<file path="src/rtl/multicycle_ctrl_pkg.sv">
// Shared state codes, opcodes, select encodings and control-word layout for multicycle_ctrl.
// Optional memory wait-state handling in the top is enabled by defining MC_MEM_WAIT_EN.
package multicycle_ctrl_pkg;

    typedef enum logic [3:0] {
        S_FETCH   = 4'd0,
        S_DECODE  = 4'd1,
        S_MEMADR  = 4'd2,
        S_MEMRD   = 4'd3,
        S_MEMWB   = 4'd4,
        S_MEMWR   = 4'd5,
        S_EXEC    = 4'd6,
        S_ALUWB   = 4'd7,
        S_BRANCH  = 4'd8,
        S_JUMP    = 4'd9,
        S_ADDIEX  = 4'd10,
        S_ADDIWB  = 4'd11,
        S_ILLEGAL = 4'd12
    } state_t;

    localparam logic [5:0] OP_RTYPE = 6'b000000;
    localparam logic [5:0] OP_LW    = 6'b100011;
    localparam logic [5:0] OP_SW    = 6'b101011;
    localparam logic [5:0] OP_BEQ   = 6'b000100;
    localparam logic [5:0] OP_J     = 6'b000010;
    localparam logic [5:0] OP_ADDI  = 6'b001000;

    localparam logic [1:0] ALUOP_ADD   = 2'b00;
    localparam logic [1:0] ALUOP_SUB   = 2'b01;
    localparam logic [1:0] ALUOP_FUNCT = 2'b10;

    localparam logic [1:0] SRCB_RT    = 2'b00;
    localparam logic [1:0] SRCB_FOUR  = 2'b01;
    localparam logic [1:0] SRCB_IMM   = 2'b10;
    localparam logic [1:0] SRCB_IMMSH = 2'b11;

    localparam logic [1:0] PCSRC_ALU    = 2'b00;
    localparam logic [1:0] PCSRC_ALUOUT = 2'b01;
    localparam logic [1:0] PCSRC_JUMP   = 2'b10;

    typedef struct packed {
        logic       pcWrite;
        logic       pcWriteCond;
        logic       iorD;
        logic       memRd;
        logic       memWr;
        logic       irWrite;
        logic       regDst;
        logic       memtoReg;
        logic       regWr;
        logic       aluSrcA;
        logic [1:0] aluSrcB;
        logic [1:0] aluOp;
        logic [1:0] pcSource;
        logic       illegal;
        logic       instrDone;
    } ctrl_t;

endpackage

</file>
<file path="src/rtl/multicycle_ctrl_dec.sv">
// Pure state -> control-word decode for the multicycle controller (Moore outputs).
module multicycle_ctrl_dec
    import multicycle_ctrl_pkg::*;
(
    input  state_t state_i,
    output ctrl_t  ctrl_o
);

    // Every field not named for a state stays at zero.
    always_comb begin
        ctrl_o = '0;
        case (state_i)
            S_FETCH: begin
                ctrl_o.memRd   = 1'b1;
                ctrl_o.irWrite = 1'b1;
                ctrl_o.aluSrcB = SRCB_FOUR;
                ctrl_o.aluOp   = ALUOP_ADD;
                ctrl_o.pcWrite = 1'b1;
            end
            S_DECODE: begin
                ctrl_o.aluSrcB = SRCB_IMMSH;
                ctrl_o.aluOp   = ALUOP_ADD;
            end
            S_MEMADR, S_ADDIEX: begin
                ctrl_o.aluSrcA = 1'b1;
                ctrl_o.aluSrcB = SRCB_IMM;
                ctrl_o.aluOp   = ALUOP_ADD;
            end
            S_MEMRD: begin
                ctrl_o.memRd = 1'b1;
                ctrl_o.iorD  = 1'b1;
            end
            S_MEMWB: begin
                ctrl_o.memtoReg  = 1'b1;
                ctrl_o.regWr     = 1'b1;
                ctrl_o.instrDone = 1'b1;
            end
            S_MEMWR: begin
                ctrl_o.memWr     = 1'b1;
                ctrl_o.iorD      = 1'b1;
                ctrl_o.instrDone = 1'b1;
            end
            S_EXEC: begin
                ctrl_o.aluSrcA = 1'b1;
                ctrl_o.aluSrcB = SRCB_RT;
                ctrl_o.aluOp   = ALUOP_FUNCT;
            end
            S_ALUWB: begin
                ctrl_o.regDst    = 1'b1;
                ctrl_o.regWr     = 1'b1;
                ctrl_o.instrDone = 1'b1;
            end
            S_ADDIWB: begin
                ctrl_o.regWr     = 1'b1;
                ctrl_o.instrDone = 1'b1;
            end
            S_BRANCH: begin
                ctrl_o.aluSrcA     = 1'b1;
                ctrl_o.aluSrcB     = SRCB_RT;
                ctrl_o.aluOp       = ALUOP_SUB;
                ctrl_o.pcWriteCond = 1'b1;
                ctrl_o.pcSource    = PCSRC_ALUOUT;
                ctrl_o.instrDone   = 1'b1;
            end
            S_JUMP: begin
                ctrl_o.pcWrite   = 1'b1;
                ctrl_o.pcSource  = PCSRC_JUMP;
                ctrl_o.instrDone = 1'b1;
            end
            S_ILLEGAL: ctrl_o.illegal = 1'b1;
            default: ctrl_o = '0;
        endcase
    end

endmodule

</file>
<file path="src/rtl/multicycle_ctrl.sv">
// Multi-cycle MIPS control FSM: state register, next-state logic and retired-instruction counter.
// Define MC_MEM_WAIT_EN to stall FETCH/MEMRD/MEMWR on mem_rdy; otherwise mem_rdy is ignored.
module multicycle_ctrl
    import multicycle_ctrl_pkg::*;
#(
    parameter int CNT_W = 32
) (
    input  logic             CLK,
    input  logic             rst,
    input  logic [5:0]       op,
    input  logic             zero,
    input  logic             mem_rdy,
    output logic             PCWrite,
    output logic             PCWriteCond,
    output logic             IorD,
    output logic             MemRd,
    output logic             MemWr,
    output logic             IRWrite,
    output logic             RegDst,
    output logic             MemtoReg,
    output logic             RegWr,
    output logic             ALUSrcA,
    output logic [1:0]       ALUSrcB,
    output logic [1:0]       ALUOp,
    output logic [1:0]       PCSource,
    output logic [3:0]       state_o,
    output logic             instr_done,
    output logic             illegal,
    output logic [CNT_W-1:0] instr_cnt
);

    state_t           state_q, state_d, decState;
    ctrl_t            decWord, ctrlWord;
    logic [CNT_W-1:0] cnt_q;
    logic             memReady;

    // The branch decision is taken by the datapath through PCWriteCond, so zero is not consumed here.
`ifdef MC_MEM_WAIT_EN
    logic unusedInputs;
    assign unusedInputs = zero;
    assign memReady     = mem_rdy;
`else
    logic unusedInputs;
    assign unusedInputs = ^{zero, mem_rdy};
    assign memReady     = 1'b1;
`endif

    assign decState = rst ? S_FETCH : state_q;

    multicycle_ctrl_dec uDec (
        .state_i (decState),
        .ctrl_o  (decWord)
    );

    always_comb begin
        state_d = state_q;
        case (state_q)
            S_FETCH:  state_d = memReady ? S_DECODE : S_FETCH;
            S_DECODE: begin
                case (op)
                    OP_RTYPE:     state_d = S_EXEC;
                    OP_LW, OP_SW: state_d = S_MEMADR;
                    OP_BEQ:       state_d = S_BRANCH;
                    OP_J:         state_d = S_JUMP;
                    OP_ADDI:      state_d = S_ADDIEX;
                    default:      state_d = S_ILLEGAL;
                endcase
            end
            S_MEMADR: state_d = (op == OP_SW) ? S_MEMWR : S_MEMRD;
            S_MEMRD:  state_d = memReady ? S_MEMWB : S_MEMRD;
            S_MEMWR:  state_d = memReady ? S_FETCH : S_MEMWR;
            S_EXEC:   state_d = S_ALUWB;
            S_ADDIEX: state_d = S_ADDIWB;
            default:  state_d = S_FETCH;
        endcase
    end

    // Wait gating keeps one-shot effects (IR/PC load, retirement) for the cycle memory completes.
    always_comb begin
        ctrlWord = decWord;
        if (state_q == S_FETCH && !memReady) begin
            ctrlWord.irWrite = 1'b0;
            ctrlWord.pcWrite = 1'b0;
        end
        if (state_q == S_MEMWR && !memReady) begin
            ctrlWord.instrDone = 1'b0;
        end
        if (rst) begin
            ctrlWord.pcWrite     = 1'b0;
            ctrlWord.pcWriteCond = 1'b0;
            ctrlWord.irWrite     = 1'b0;
            ctrlWord.regWr       = 1'b0;
            ctrlWord.memRd       = 1'b0;
            ctrlWord.memWr       = 1'b0;
            ctrlWord.instrDone   = 1'b0;
            ctrlWord.illegal     = 1'b0;
        end
    end

    always_ff @(posedge CLK) begin
        if (rst) begin
            state_q <= S_FETCH;
            cnt_q   <= '0;
        end else begin
            state_q <= state_d;
            if (ctrlWord.instrDone) begin
                cnt_q <= cnt_q + 1'b1;
            end
        end
    end

    assign PCWrite     = ctrlWord.pcWrite;
    assign PCWriteCond = ctrlWord.pcWriteCond;
    assign IorD        = ctrlWord.iorD;
    assign MemRd       = ctrlWord.memRd;
    assign MemWr       = ctrlWord.memWr;
    assign IRWrite     = ctrlWord.irWrite;
    assign RegDst      = ctrlWord.regDst;
    assign MemtoReg    = ctrlWord.memtoReg;
    assign RegWr       = ctrlWord.regWr;
    assign ALUSrcA     = ctrlWord.aluSrcA;
    assign ALUSrcB     = ctrlWord.aluSrcB;
    assign ALUOp       = ctrlWord.aluOp;
    assign PCSource    = ctrlWord.pcSource;
    assign instr_done  = ctrlWord.instrDone;
    assign illegal     = ctrlWord.illegal;
    assign state_o     = state_q;
    assign instr_cnt   = cnt_q;

endmodule

</file>
<file path="config.mk">
export PLATFORM = sky130hd
export DESIGN_NAME = multicycle_ctrl
export DESIGN_NICKNAME = d
export VERILOG_FILES = /design/src/rtl/multicycle_ctrl_pkg.sv /design/src/rtl/multicycle_ctrl_dec.sv /design/src/rtl/multicycle_ctrl.sv
export SDC_FILE = /design/constraint.sdc
export NUM_CORES = 1
export LEC_CHECK = 0
export ABC_AREA = 1
export BUFFER_PORTS_ARGS = -buffer_cell sky130_fd_sc_hd__buf_2
export CAP_MARGIN = 20
export CORE_ASPECT_RATIO = 0.5
export CORE_MARGIN = 10
export CORE_UTILIZATION = 54
export DETAILED_ROUTE_END_ITERATION = 7
export PLACE_DENSITY = 0.82
export RECOVER_POWER = 100
export SKIP_CTS_REPAIR_TIMING = 1
export SLEW_MARGIN = 10
export SYNTH_ARGS = -nofsm -noshare
export SYNTH_HDL_FRONTEND = slang
export SYNTH_SLANG_ARGS = --single-unit
</file>
<file path="constraint.sdc">
create_clock -name CLK -period 2.4 [get_ports CLK]
set_input_delay 0.48 -clock CLK [delete_from_list [all_inputs] [get_ports CLK]]
set_output_delay 0.48 -clock CLK [all_outputs]
set_load 0.005 [all_outputs]
</file>
Word-level counts from Yosys, hierarchy flattened
Cells that the tools add are included.
Widths: inputs -> output; s select.

storage, ports and cells
  flip-flop bits (word level) = 36
  output and inout bits = 54

operators by class
  $add $sub $neg = 1
  equality and inequality tests = 22
  muxes and demuxes = 22
  reduce and logical (&&, ||, !) cells = 11

operator list
  operator               count
  $pmux 4 s5             2
  $add 32x1->32 const B  1
  $eq 4x4->1 const B     6
  $pmux 4 s6             1
  $eq 4x3->1 const B     5
  $eq 4x2->1 const B     4
  $mux 1                 13
  $eq 6x6->1 const B     2
  $reduce_or 2->1        5
  $eq 4x1->1 const B     2
  $logic_not 4->1        2
  $eq 6x2->1 const B     1
  $eq 6x3->1 const B     1
  $eq 6x4->1 const B     1
  $logic_not 6->1        1
  $mux 3                 2
  $reduce_or 6->1        1
  $mux 2                 2
  $mux 4                 1
  $pmux 2 s2             1
  $reduce_or 4->1        1
  $reduce_or 3->1        1

Depth between registers and ports, before layout
Gate-level depths: netlist (run 1).

  word-level depth = 5
  mapped depth = 10

Modules after synthesis
Synthesis (run 1) repeated with hierarchy kept, for this count alone.

second synthesis, totals
  cell total of the unflattened synthesis = 407
  area, all modules = 2329.7 µm²

modules (own cells, without submodules)
  module               times used  cells each  area each (µm²)  seq. area each (µm²)
  multicycle_ctrl      1           367         2155.8           720.7
  multicycle_ctrl_dec  1           40          173.9            0.0

Worst setup path before layout (run 1)
OpenSTA, ideal clock, no wires.

  kind = input -> output
  start = input rst
  end = output instr_done
  data arrival time = 1.178 ns
  data required time = 1.920 ns
  path slack = 0.742 ns
  stages = 6
  path buffers = 3
  path through = inv_2 buf_6 nand3_2 a22oi_2 buf_4 buf_4

on the way
  word-level cells in the longest chain between the ends = 5
  elaborated cells between the ends (all ways) = 10
  classes of those cells = eq/ne: 6; mux: 3; reduce/logical: 1

ends and longest elaborated chain
  item                                      RTL line                   source
  start: declaration                        multicycle_ctrl.sv:9       input logic rst,
  $mux 4                                    multicycle_ctrl.sv:48      assign decState = rst ? S_FETCH : state_q;
  $eq 4x3->1 or $eq 4x4->1 (tied branches)  multicycle_ctrl_dec.sv:12  case (state_i)
  $reduce_or 6->1 (no source line)          -
  $mux 1                                    multicycle_ctrl_dec.sv:12
  $mux 2 (*)                                multicycle_ctrl.sv:88      if (rst) begin
  end: declaration                          multicycle_ctrl.sv:27      output logic instr_done,

Mark *: on every way between the ends. The rest lies on a longest branch, timed or not.

Worst setup path in the final report (run 1)
  start = register state_q[3], in the netlist state_o[3]
  end = output instr_done

on the way
  word-level cells in the longest chain between the ends = 5
  elaborated cells between the ends (all ways) = 10
  classes of those cells = eq/ne: 6; mux: 3; reduce/logical: 1

ends and longest elaborated chain
  item                                      RTL line                   source
  start: declaration                        multicycle_ctrl.sv:32      state_t state_q, state_d, decState;
  start signal: assignment                  multicycle_ctrl.sv:105     state_q <= state_d;
  $mux 4 (*)                                multicycle_ctrl.sv:48
  $eq 4x3->1 or $eq 4x4->1 (tied branches)  multicycle_ctrl_dec.sv:12
  $reduce_or 6->1 (no source line) (*)      -
  $mux 1 (*)                                multicycle_ctrl_dec.sv:12
  $mux 2 (*)                                multicycle_ctrl.sv:88

Marked as above.

==> summary.txt, run 1 <==
Worst hold path
  • Worst hold stages: 2
  • Worst min path class: register to register
  • Endpoint, Worst Hold: instr_cnt[31]
  • Hold_sp: instr_cnt[31]

Placement
  • Cells after DPL: 517
  • Placed inst area: 2710 um^2
  • IO Port Bufs: 61
  • Dpl ws: 368 ps
  • Placer Congestion: roughly 0.92
  • Hpwl dp: around 5200 um

Global routing
  • Vias in the first global route: 2643
  • GR Util All Layers: 17.6%
  • Initial antenna violation count: 0
  • Global-route wire length before repair: 11400 um
  • Largest net degree at the start of global routing: between 40 and 50
  • GRT Residual Overflow: 0

Worst setup path
  • RR Endpoint: instr_cnt[20]
  • Required time of the worst setup path: roughly 1900 ps
  • Worst setup SP type: register
  • Crit path kind: register to output port
  • Worst Path Arrival: 1660 ps
  • CP max FO: 47
  • Critical path capture point type: output port
  • R2R depth: 9
  • R2R Path Start: instr_cnt[0]
  • Reg-to-reg setup timing slack: 460 ps

Synthesis
  • Post-Syn Instances: 407
  • Ys flop type: dfxtp_1
  • Ys async rst share: 0%
  • Synth Register Bits: 36
  • Top cell type's share of synthesized area: 30.6%
  • Largest area contributor in the netlist: dfxtp_1
  • Sequential share of the synthesized area: a little under a third
  • YS warnings: 0
  • Post-synth EDFFs: 0
  • Top cells by area in the synthesized netlist: dfxtp_1 31%, nand2_1 18%, nor2_1 15%
  • Net count after synthesis: 418
  • Avg Cell Area, Syn: 5.79 um^2
  • Synthesized area: 2360 um^2
  • Netlist cell types: 26

Detailed routing
  • Vias per Instance: between 5 and 6
  • Routed Antenna Nets: 0
  • Residual DRC: 0
  • Drt pass-1 iters: 4
  • Final wirelength: 6730 um
  • DRT iter0 DRCs: 281
  • Drt wl/cell: 12.8 um
  • Vias: 2789

STA
  • Final Setup Violations: 0
  • Tmin final: 2140 ps
  • Max Fclk: 0.467 GHz
  • Slew headroom: 62.9%
  • Fin. max-slew vios: 0
  • RSZ-0062 raised after global routing: no
  • Final hold violation count: 0
  • Clock Skew: 11.0 ps
  • Setup ws final: 257 ps
  • Final Cycle Share: 89.3%
  • Fin Setup TNS: 0 ps
  • Least-Margin Pin Slew: 557 ps

Clock network
  • Clock-pin slew on the worst setup and hold paths: 80 ps
  • Worst-Skew Late Latency: 290 ps
  • TritonCTS Buffers: 5
  • H-tree depth: 2
  • CTS tree: done
  • Clock sink count: 36
  • CTS Buffer Depth: 2
  • CTS Root Buffer Type: clkbuf_8

Die
  • Core footprint: 4040 um^2
  • Die Y: 66.7 um
  • Top Ports: 64
  • Die Area: 7570 um^2
  • Die width: ~110 um
  • Rows: 16
  • Initial Util: between 50% and 60%

Finish
  • ANT cells: 0
  • Post-route cell area: 2740 um^2
  • Area of the multi-input gates: 1360 um^2
  • Fill count: 401
  • Register cell area after layout: roughly 700 um^2
  • Layout cell share with drive strength beyond 1: just under 7%
  • Fin cells: 525
  • Final net count: 481
  • Area Overhead vs Synth: 16.1%

Job
  • Max-cap viol count: 0

Power and ir drop
  • VDD IR-drop max: 0.331 mV
  • Power density cells: 492 nW/um^2
  • LEAKAGE: 1.08 nW

Status
  • Status: complete, no violations
-- flip-flops by register name (all words and copies together) (netlist names) --
signal,cells
state_o,4
instr_cnt,32
-- cells in the final DEF (no fill, tap or decap), types with 4 or more instances in the layout --
master    instances
a21oi_1          27
and3_1            4
buf_2            15
clkbuf_1         46
clkbuf_8          5
dfxtp_1          36
inv_1            47
nand2_1         115
nand3_1          27
nand4_1           7
nor2_1           98
nor3_1           12
o21ai_0           9
-- cell families after synthesis --
kind of cell	synth area share, %
compound gates	8.76
flops	30.6
fa+ha+maj	0.531
simple gates	48.6
xor+xnor	1.11
buf+inv	10.5
-- Yosys cell counts (3+ instances only) --
cell type	number
nand4_1	7
buf_4	3
nand3_1	27
dfxtp_1	36
o21ai_0	9
nor2_1	95
xor2_1	3
nor2_2	3
clkbuf_1	3
nor3_2	4
inv_1	47
a21oi_1	27
nor3_1	10
nand2_1	115
and3_1	4
-- per-layer routing --
layer	GRT usage, %	share of wire (%)	wire length, um
met1	21.1	44	2980
met2	30.0	46	3080
met3	6.08	8.9	602
met4	4.40	1.0	70
met5	0	0	0
-- where the power goes --
group	switching [W]	leakage, nW	total, W	internal, W
Combinational	0.000124	0.734	0.000183	0.0000588
Clock	0.000233	0.0541	0.000541	0.000307
Sequential	0.0000154	0.291	0.000623	0.000607
Total	0.000373	1.08	0.00135	0.000974
-- worst max path at each step --
stage,from,endpoint,cells past startpoint
after global placement,rst,instr_done,6
after CTS,state_o[3],instr_done,5
final,state_o[3],instr_done,5
after detailed placement,rst,instr_done,6
after global routing,state_o[3],instr_done,5
after floorplan,rst,instr_done,6
-- layout make-up --
type / instances / area share (%)
flip-flops and latches: 36 / 26.3
well taps: 54 / 2.47
clock buffers: 5 / 2.51
inverters: 48 / 6.58
clock inverters: 3 / 1.55
repair buffers: 66 / 10.7
multi-input cells: 313 / 49.8
-- worst max-delay path, stage by stage, from the launching register on --
cell	delay (ps)
dfxtp_1	380
inv_1	120
nand3_1	160
a22oi_1	290
buf_12	260
buf_2	150
-- stage by stage --
stage	hold slack (ps)	total power, W	utilization (%)
after floorplan	476	0.000759	-
after global placement	482	0.000822	67.1
after detailed placement	490	0.000828	67.1
after CTS	502	0.00136	69.9
after global routing	530	0.00141	67.7
final	503	0.00135	67.7
(Power assumes the default switching activity.)
==> inputs of run 2 (changes only) <==
--- a/config.mk
+++ b/config.mk
@@ -6,13 +6,13 @@
 export NUM_CORES = 1
 export LEC_CHECK = 0
 export ABC_AREA = 1
-export BUFFER_PORTS_ARGS = -buffer_cell sky130_fd_sc_hd__buf_2
 export CAP_MARGIN = 20
 export CORE_ASPECT_RATIO = 0.5
 export CORE_MARGIN = 10
 export CORE_UTILIZATION = 54
 export DETAILED_ROUTE_END_ITERATION = 7
-export PLACE_DENSITY = 0.82
+export DONT_BUFFER_PORTS = 1
+export PLACE_DENSITY = 0.69
 export RECOVER_POWER = 100
 export SKIP_CTS_REPAIR_TIMING = 1
 export SLEW_MARGIN = 10
==> summary.txt, run 2 (same netlist as run 1, synthesis figures left out) <==
Worst setup path
  • Worst Path Arrival: around 1500 ps
  • Worst setup SP type: register
  • Required time of the worst setup path: 1920 ps
  • Crit path kind: register to output port
  • Critical path capture point type: output port
  • CP max FO: between 40 and 50

Detailed routing
  • Residual DRC: 0
  • Drt pass-1 iters: 4
  • Routed Antenna Nets: 0
  • Final wirelength: ~6200 um
  • Drt wl/cell: 13.5 um
  • DRT iter0 DRCs: between 150 and 200
  • Vias: 2448
  • Vias per Instance: 5.30

Clock network
  • CTS Root Buffer Type: clkbuf_8
  • CTS Buffer Depth: 2
  • Clock sink count: 36
  • Clock-pin slew on the worst setup and hold paths: 70 ps
  • H-tree depth: 2
  • CTS tree: done
  • TritonCTS Buffers: 5
  • Worst-Skew Late Latency: 290 ps

Power and ir drop
  • Power density cells: 489 nW/um^2
  • Switching part of the total: 28.5%
  • Clock power share: 35.8%
  • Combinational Power Share: 11.9%
  • Seq pwr share: between 50% and 60%
  • LEAKAGE: 0.930 nW
  • VDD IR-drop max: 0.228 mV
  • NetSw: 0.000342 W
  • Power Internal: 0.000856 W

Finish
  • Leading cell types in the layout, fill and taps excluded: 115 x nand2_1, 98 x nor2_1, 47 x inv_1
  • ANT cells: 0
  • Final Util: between 60 and 70%
  • Commonest non-fill, non-tap cell in the layout: nand2_1
  • Number of flip-flops in the largest register: 32
  • Layout cell share with drive strength beyond 1: 3.19%
  • Final net count: 418
  • Area Overhead vs Synth: 3.82%

STA
  • Fin. max-slew vios: 0
  • RSZ-0062 raised after global routing: no
  • Max Fclk: 0.500 GHz
  • Final Setup Violations: 0
  • Fin Setup TNS: 0 ps
  • Final hold violation count: 0
  • Tmin final: 2000 ps
  • Least-Margin Pin Slew: 566 ps
  • Clock Skew: 11.8 ps
  • Slew headroom: 62.3%
  • Final Cycle Share: a little over four fifths

Die
  • Die Y: between 60 and 70 um
  • Core footprint: 4040 um^2
  • Die Area: approximately 7600 um^2
  • Rows: 16
  • Initial Util: 58.3%
  • Die width: 113 um
  • Top Ports: 64

Global routing
  • Initial antenna violation count: 0
  • Largest net degree at the start of global routing: 48
  • Gr busiest metal: met2
  • Routing usage on met1: 18.9%
  • Global-route wire length before repair: 10300 um
  • GRT Residual Overflow: 0
  • Routing usage on met3: 8.04%
  • GR Util All Layers: approximately 16%
  • Vias in the first global route: about 2300
  • Met2 Track Usage GR: 26.1%

Job
  • Max-cap viol count: 0

Placement
  • Placer Congestion: 0.880
  • Hpwl dp: just under 5000 um
  • IO Port Bufs: 0

Worst hold path
  • Worst min path class: input port to register

Status
  • Status: complete, no violations
-- run 2: area by class of cell --
cell class	instances	area, um^2
well taps	54	67.6
repair buffers	3	31.3
clock inverters	1	8.76
multi-input cells	313	1360
fillers	431	1600
flip-flops and latches	36	721
clock buffers	7	76.3
inverters	48	180
-- run 2: power groups by stage --
stage | Combinational (W) | Sequential, W | Clock [W]
2_1_floorplan | 0.000125 | 0.000634 | 0
3_3_place_gp | 0.000143 | 0.000639 | 0
3_5_place_dp | 0.000147 | 0.000639 | 0
4_1_cts | 0.000147 | 0.000625 | 0.000439
5_1_grt | 0.000163 | 0.000627 | 0.000461
6_report | 0.000143 | 0.000625 | 0.000429
-- run 2: metal layers --
metal / vias up / wire, um
met1: 1071 / 2710
li1: 1278 / -
met5: - / 0
met2: 88 / 2680
met4: 0 / 81
met3: 11 / 764
-- run 2: worst paths after layout --
kind	slack, ps	end	startpoint	depth (start not counted)
setup / recovery	400	instr_done	state_o[0]	3
setup reg to reg	490	instr_cnt[20]	instr_cnt[0]	9
hold / removal	250	state_o[3]	rst	1
hold reg to reg	530	instr_cnt[0]	instr_cnt[0]	1
-- run 2: per-stage QoR --
stage | worst slack (ps) | cell area, um^2 | std cells | power [W] | hold WS (ps)
after floorplan | 742 | 2360 | 407 | 0.000759 | 476
after global placement | 644 | 2390 | 454 | 0.000782 | 505
after detailed placement | 624 | 2390 | 454 | 0.000786 | 526
after CTS | 407 | 2480 | 462 | 0.00121 | 239
after global routing | 241 | 2450 | 462 | 0.00125 | 232
final | 400 | 2450 | 462 | 0.00120 | 248
-- run 2: worst max-delay path: stages (launching register included) --
cell     delay, ps
dfxtp_1        440
nand2_1        180
a22oi_1        320
buf_12         260
==> inputs of run 3 (changes only) <==
--- a/config.mk
+++ b/config.mk
@@ -12,7 +12,7 @@
 export CORE_UTILIZATION = 54
 export DETAILED_ROUTE_END_ITERATION = 7
 export DONT_BUFFER_PORTS = 1
-export PLACE_DENSITY = 0.69
+export PLACE_DENSITY = 0.72
 export RECOVER_POWER = 100
 export SKIP_CTS_REPAIR_TIMING = 1
 export SLEW_MARGIN = 10
==> constraint.sdc (replaced) <==
create_clock -name CLK -period 1.7 [get_ports CLK]
set_input_delay 0.34 -clock CLK [delete_from_list [all_inputs] [get_ports CLK]]
set_output_delay 0.34 -clock CLK [all_outputs]
set_load 0.005 [all_outputs]
==> summary.txt, run 3 (same netlist as run 1, synthesis figures left out) <==
Worst setup path
  • Critical path capture point type: output port
  • Worst setup SP type: register
  • Crit path kind: register to output port
  • Required time of the worst setup path: around 1400 ps
  • Worst Path Arrival: approximately 1300 ps
  • CP max FO: 6

Finish
  • Final net count: 441
  • Leading cell types in the layout, fill and taps excluded: 114 x nand2_1, 83 x nor2_1, 42 x inv_1
  • Fill count: ~360
  • Area of the multi-input gates: 1460 um^2
  • ANT cells: 0
  • Layout cell share with drive strength beyond 1: between 15 and 20%
  • Commonest non-fill, non-tap cell in the layout: nand2_1
  • Register cell area after layout: 732 um^2
  • Area Overhead vs Synth: 17.8%
  • Number of flip-flops in the largest register: 32

Power and ir drop
  • LEAKAGE: 1.08 nW
  • VDD IR-drop max: 0.452 mV
  • Power density cells: between 600 and 700 nW/um^2
  • Power, Total: 0.00176 W

STA
  • Max Fclk: 0.604 GHz
  • Clock Skew: 7.50 ps
  • Fin. max-slew vios: 0
  • Final hold violation count: 0
  • Least-Margin Pin Slew: between 200 and 300 ps
  • Final Setup Violations: 0
  • Tmin final: 1660 ps
  • Setup ws final: about 44 ps
  • Slew headroom: 80.4%
  • Final Cycle Share: 97.4%

Die
  • Core footprint: 4040 um^2
  • Die Y: 66.7 um
  • Die width: 113 um
  • Rows: 16
  • Top Ports: 64
  • Die Area: 7570 um^2
  • Initial Util: between 50% and 60%

Job
  • Max-cap viol count: 0

Clock network
  • H-tree depth: 2
  • CTS Root Buffer Type: clkbuf_8
  • Clock-pin slew on the worst setup and hold paths: 70 ps
  • CTS Buffer Depth: 2
  • Clock sink count: 36
  • CTS tree: done
  • TritonCTS Buffers: 5
  • Worst-Skew Late Latency: between 200 and 300 ps

Global routing
  • GRT Residual Overflow: 0
  • Largest net degree at the start of global routing: 48
  • Initial antenna violation count: 0
  • GR Util All Layers: approximately 17%
  • Vias in the first global route: 2494
  • Global-route wire length before repair: about 11000 um

Detailed routing
  • Drt wl/cell: 14.3 um
  • Residual DRC: 0
  • DRT iter0 DRCs: 222
  • Vias per Instance: 5.42
  • Vias: 2625
  • Drt pass-1 iters: 4
  • Final wirelength: 6930 um
  • Top routing layer used: met4
  • Met2 Routed Length: ~3200 um
  • Routed Antenna Nets: 0
  • Met1 wire length: 2950 um
  • Met3 WL post-DR: 741 um

Placement
  • Hpwl dp: approximately 4900 um
  • Placer Congestion: 0.935
  • Dpl ws: around 62 ps
  • IO Port Bufs: 0

Status
  • Status: complete, no violations

Worst hold path
  • Worst min path class: input port to register
## run 3: changes by cell type in the layout (fill, tap and decap cells not counted), sizes merged
cell / before / now
buf: 2 / 23
clkbuf: 8 / 9
## run 3: where the power goes
group / total, W / internal [W] / switching, W
Combinational: 0.000295 / 0.000117 / 0.000178
Clock: 0.000584 / 0.000279 / 0.000305
Sequential: 0.000886 / 0.000861 / 0.0000251
Total: 0.00176 / 0.00126 / 0.000508
## run 3: final cells by class
class | count | share of cell area [%]
inverter | 48 | 6.49
sequential | 36 | 26.4
multi-input combinational | 313 | 52.4
clock buffer | 6 | 2.61
timing repair buffer | 26 | 9.51
clock inverter | 1 | 0.180
tap | 54 | 2.43
## run 3: through the flow
| step | instances | hold slack [ps] | TNS (ps) | cell area, um^2 | util [%] |
|---|---|---|---|---|---|
| 6_report | 484 | 108 | 0 | 2780 | 68.7 |
| 4_1_cts | 477 | 108 | -311 | 2590 | 64.1 |
| 3_3_place_gp | 470 | 415 | 0 | 2510 | 62.2 |
| 3_5_place_dp | 470 | 415 | 0 | 2510 | 62.2 |
| 2_1_floorplan | 407 | 476 | 0 | 2360 | - |
| 5_1_grt | 484 | 101 | -66.9 | 2780 | 68.7 |
## run 3: metal layers
metal / vias to the layer above / track usage (%)
met4: 0 / 3.14
met2: 97 / 29.1
met5: - / 0
met3: 4 / 7.15
met1: 1191 / 19.3
li1: 1333 / -
## run 3: worst paths after layout
check | from | end | slack [ps] | cells past startpoint
worst min register to register | instr_cnt[28] | instr_cnt[28] | 530 | 2
worst min-delay path | rst | state_o[2] | 110 | 1
worst max-delay path | state_o[3] | instr_done | 40 | 4
worst max register to register | state_o[3] | instr_cnt[10] | 140 | 7
## run 3: worst max-delay path, cell delays in order, from the launching register on
cell     delay, ps
dfxtp_4        380
inv_2          100
nand3_4        100
a22oi_2        280
buf_12         170
